### config.mk
export PLATFORM = sky130hd
export DESIGN_NAME = random_num_gen_flat
export DESIGN_NICKNAME = d
export VERILOG_FILES = /design/src/rtl/random_num_gen_if.sv /design/src/rtl/random_num_gen.sv /design/src/flat_wrapper.sv
export SDC_FILE = /design/constraint.sdc
export NUM_CORES = 1
export LEC_CHECK = 0
export ABC_CLOCK_PERIOD_IN_PS = 1100
export CORE_UTILIZATION = 55
export DETAILED_ROUTE_END_ITERATION = 8
export DONT_BUFFER_PORTS = 1
export HOLD_SLACK_MARGIN = 0.05
export PLACE_DENSITY = 0.81
export SETUP_SLACK_MARGIN = 0.02
export SYNTH_ARGS = -nofsm -noshare
export SYNTH_HDL_FRONTEND = slang
export SYNTH_SLANG_ARGS = --single-unit
### constraint.sdc
create_clock -name clk -period 1.1 [get_ports clk]
set_input_delay 0.275 -clock clk [delete_from_list [all_inputs] [get_ports clk]]
set_output_delay 0.275 -clock clk [all_outputs]
set_load 0.005 [all_outputs]
### src/rtl/random_num_gen_if.sv
`timescale 1ns/1ps
`default_nettype none
// ============================================================================
// Module   : random_num_gen_if
// Brief    : Button-in / random-value-out bundle for the random number front end.
// Revision : 1.0 - initial release
// ============================================================================
interface random_num_gen_if;
  logic       ButtonInp;
  logic [3:0] RandNum;

  modport master (output ButtonInp, input  RandNum);
  modport slave  (input  ButtonInp, output RandNum);
endinterface
`default_nettype wire

### src/rtl/random_num_gen.sv
`timescale 1ns/1ps
`default_nettype none
// ============================================================================
// Module   : random_num_gen
// Brief    : Free-running 16-bit Fibonacci LFSR; a synchronized button press
//            freezes a 4-bit function of the LFSR onto RandNum.
//            Optional macro RNG_DECIMAL_EN: RandNum = lfsr % 10 (0..9).
// Revision : 1.0 - initial release
// ============================================================================
module random_num_gen #(
  parameter int unsigned        LFSR_W      = 16,
  parameter logic [LFSR_W-1:0]  SEED        = 16'hACE1,
  parameter int unsigned        SYNC_STAGES = 2
) (
  input  logic            clk,
  input  logic            rst,
  random_num_gen_if.slave rng
);

  // A zero seed would park the LFSR in its lock-up state forever.
  localparam logic [LFSR_W-1:0] SEED_EFF = (SEED == '0) ? LFSR_W'(1) : SEED;

  generate
    if (LFSR_W != 16) begin : g_bad_width
      $error("random_num_gen: tap set is only defined for LFSR_W = 16");
    end
    if (SYNC_STAGES < 2) begin : g_bad_sync
      $error("random_num_gen: SYNC_STAGES must be at least 2");
    end
  endgenerate

  logic [LFSR_W-1:0]      lfsr_q;
  logic [LFSR_W-1:0]      lfsr_d;
  logic                   feedback;
  logic [SYNC_STAGES-1:0] sync_q;
  logic [SYNC_STAGES-1:0] sync_d;
  logic                   prev_q;
  logic                   strobe_q;
  logic                   strobe_d;
  logic [3:0]             rand_q;
  logic [3:0]             rand_d;
  logic [3:0]             capture_val;

  // x^16 + x^14 + x^13 + x^11 + 1, shifting left; zero state is recovered via SEED.
  always_comb begin
    feedback = lfsr_q[15] ^ lfsr_q[13] ^ lfsr_q[12] ^ lfsr_q[10];
    if (lfsr_q == '0) begin
      lfsr_d = SEED_EFF;
    end else begin
      lfsr_d = {lfsr_q[LFSR_W-2:0], feedback};
    end
  end

  always_comb begin
    sync_d   = {sync_q[SYNC_STAGES-2:0], rng.ButtonInp};
    strobe_d = sync_q[SYNC_STAGES-1] & ~prev_q;
  end

`ifdef RNG_DECIMAL_EN
  always_comb begin
    capture_val = 4'(lfsr_q % LFSR_W'(10));
  end
`else
  always_comb begin
    capture_val = lfsr_q[3:0];
  end
`endif

  // Capture uses the pre-guard LFSR value, so a lock-up press yields 0.
  always_comb begin
    rand_d = rand_q;
    if (strobe_q) begin
      rand_d = capture_val;
    end
  end

  // Sync and edge flops reset high so a button held through reset gives no event.
  always_ff @(posedge clk or negedge rst) begin
    if (!rst) begin
      lfsr_q   <= SEED_EFF;
      sync_q   <= '1;
      prev_q   <= 1'b1;
      strobe_q <= 1'b0;
      rand_q   <= 4'h0;
    end else begin
      lfsr_q   <= lfsr_d;
      sync_q   <= sync_d;
      prev_q   <= sync_q[SYNC_STAGES-1];
      strobe_q <= strobe_d;
      rand_q   <= rand_d;
    end
  end

  assign rng.RandNum = rand_q;

endmodule
`default_nettype wire

### src/flat_wrapper.sv
// flat-port wrapper written by rule: the top's interface ports become plain ports
module random_num_gen_flat 
#(
  parameter int unsigned        LFSR_W      = 16,
  parameter logic [LFSR_W-1:0]  SEED        = 16'hACE1,
  parameter int unsigned        SYNC_STAGES = 2
)
  (clk, rst, rng_ButtonInp, rng_RandNum);
  random_num_gen_if rng_i ();
  input  logic clk;
  input  logic rst;
  input wire logic [$bits(rng_i.ButtonInp)-1:0] rng_ButtonInp;
  output wire logic [$bits(rng_i.RandNum)-1:0] rng_RandNum;
  assign rng_i.ButtonInp = rng_ButtonInp;
  assign rng_RandNum = rng_i.RandNum;
  random_num_gen #(.LFSR_W(LFSR_W), .SEED(SEED), .SYNC_STAGES(SYNC_STAGES)) u_core (.clk(clk), .rst(rst), .rng(rng_i));
endmodule
==> metrics.txt <==
clock share of power=between 30 and 40%; RSZ-0062 raised after global routing=yes; Final setup violation count=3; clk root buf=clkbuf_4; Clock Skews=2.805 ps; pin count of the biggest net entering global routing=25; Leak=about 0.39 nW; CP arrival=1370 ps; WS Path Type=reg -> reg; FILL cells=99; DRC errors left=0; TritonRoute pass-1 iters=2; Avg Cell Area, Syn=approximately 17 sq um; Detailed Place HPWL=863 microns; combinational share of power=3.0%; register-to-register setup slack=-10 ps; Critical Path Sink=u_core.lfsr_q[7]; worst hold slack=approximately 370 ps; pre-CTS setup slack=-5.970 ps; FF/Latch Area=just over 600 sq um; Routed Antenna Nets=0; Post-Route WL=roughly 1300 microns; Max FO, Critical Path=8; first-pass GRT wire length=just over 2000 microns; TritonCTS clock tree=built; most frequent cells in the layout=dfrtp_1, dfstp_2, nand2b_1, nor4_4, mux2_2; Die Ht=41.91 microns; multi-input logic area=231.5 sq um; Hold Crit Class=in -> async; post-layout util=between 60% and 70%; number of buffers created by CTS=3; period utilization=101.0%; Initial Util=58.82%; GRT Util Overall=17.92%; maximum vdd drop=approximately 1.3 mV; crit path time final=~1100 ps; Max Cap Viol=0; register area share after synthesis=around 70%; Inst Count DP=61; CP Data Required Time=between 1000 and 1500 ps; Bufs on Longest Clock Path=2; average wire per standard cell=~18 microns; switching pwr=0.2881 mW; Critical R2R Launch=u_core.lfsr_q[6]; I/O Pins=7; grt total ovfl=0; total inserted antenna cells=0; H-tree levels=1; Worst slew margin=80.74%; P&R area growth vs syn=10.29%; Fmax=approximately 0.9 GHz; clk slew on worst S/H paths=~120 ps; initial antenna violation count=0; Iter 0 DRT Violations=4; RD Place Congestion=between 0.7 and 0.8; Post-Syn Instances=53; die area=between 1500 and 2000 sq um; number of library cell types mapped by synthesis=11; YS warnings=0; status=complete, but fails checks; Crit. Startpoint=u_core.lfsr_q[6]; core area=about 1500 sq um; final hold violations=0; Slew @ Worst Pin=between 200 and 300 ps; Setup crit end kind=register; share of cells above drive strength 1=between 40 and 50%; Critical R2R Capture=u_core.lfsr_q[7]; commonest non-fill, non-tap cell in the layout=dfrtp_1; post-route setup TNS=-20.10 ps; fin cells=69; sw frac=a little under a fifth; number of global-route vias before repair=390; vias per cell=~5.2; CTS sink cnt=24; Die X=roughly 42 microns; Worst-Skew Late Latency=just over 300 ps; #FFs+latches synth=24; Total Nets Final=57; Cell Rows=14; Reg power frac=around 60%; DR vias=between 300 and 400; mapped cell area=a little under 900 sq um; Final Slew Violations=0; pwr dens=1650 nW/um^2; port bufs=0; CP Launch Type=register; Post-Syn Nets=56; Worst Reg2Reg Path Length in Cells=3; violated checks=setup timing; Int Pwr=around 1.3 mW; post-route worst setup slack=-11.26 ps
area by class of cell:
| type | count | area share, % |
|---|---|---|
| Clock inverter | 1 | 3.109 |
| Multi-Input combinational cell | 21 | 23.96 |
| Sequential cell | 24 | 63.60 |
| Timing Repair Buffer | 4 | 4.922 |
| Tap cell | 16 | 2.073 |
| Clock buffer | 3 | 2.332 |
synthesized netlist by cell type:
cell type / count / area share, %
clkbuf_1: 8 / 3.4
nand2_1: 1 / 0.43
xor2_1: 2 / 2.0
nand2b_1: 7 / 5.0
nand4_4: 1 / 2.4
dfstp_2: 11 / 33
dfrtp_1: 13 / 37
xnor2_1: 1 / 1.0
nor4_4: 4 / 9.7
nor2b_1: 1 / 0.71
mux2_2: 4 / 5.1
routing by layer:
metal	up-vias	track usage, %	wire length, microns
li1	166	-	-
met1	183	21.15	554
met2	7	25.62	624
met3	2	10.43	58
met4	0	9.677	18
met5	-	0	0
metrics by stage:
| stage | instance area, sq um | power, mW |
|---|---|---|
| final | 965.9 | 1.594 |
| after global routing | 965.9 | 1.662 |
| after global placement | 865.8 | 0.9595 |
| after floorplan | 875.8 | 0.9549 |
| after CTS | 935.9 | 1.582 |
| after detailed placement | 865.8 | 0.9638 |
cell families (layout without fill, tap and decap cells):
family	after synthesis	count (layout)	synth area share (%)
multiplexers	4	4	5.142
flip-flops	24	24	70.14
AND/OR/NAND/NOR	14	14	18.29
XOR/XNOR	3	3	3.001
buffers and inverters	8	8	3.429
power by group through the flow:
stage | Sequential (mW) | Clock, mW | Combinational [mW]
floorplan | 0.938 | 0 | 0.0171
global placement | 0.942 | 0 | 0.0175
detailed placement | 0.945 | 0 | 0.0188
CTS | 0.930 | 0.631 | 0.0217
global route | 0.932 | 0.676 | 0.0531
finish | 0.929 | 0.617 | 0.0483
repair_timing:
action                     4_1_cts  5_1_grt
pin swaps                        3        2
hold buffers                     1        2
gates resized for setup          0        0
hold endpoints to repair        25       24
setup endpoints to repair        8        8
buffers inserted                 1        0
critical path: stages (launching register included):
cell      delay, ps
dfstp_2         400
nor4_4          340
nand4_4         180
nand2b_1        130
state kept, by name, indices dropped and copies added (netlist names):
register / count
u_core.lfsr_q: 16
u_core.prev_q: 1
u_core.rng.RandNum: 4
u_core.strobe_q: 1
u_core.sync_q: 2
worst min-delay path by stage:
stage               from                     to  depth (start not counted)
floorplan            rst      u_core.lfsr_q[12]                          0
CTS                  rst       u_core.lfsr_q[2]                          0
global placement     rst  u_core.rng.RandNum[1]                          0
detailed placement   rst  u_core.rng.RandNum[0]                          0
finish               rst       u_core.lfsr_q[1]                          2
global route         rst  u_core.rng.RandNum[1]                          2
Note: power is estimated with default switching activity, not from simulation.
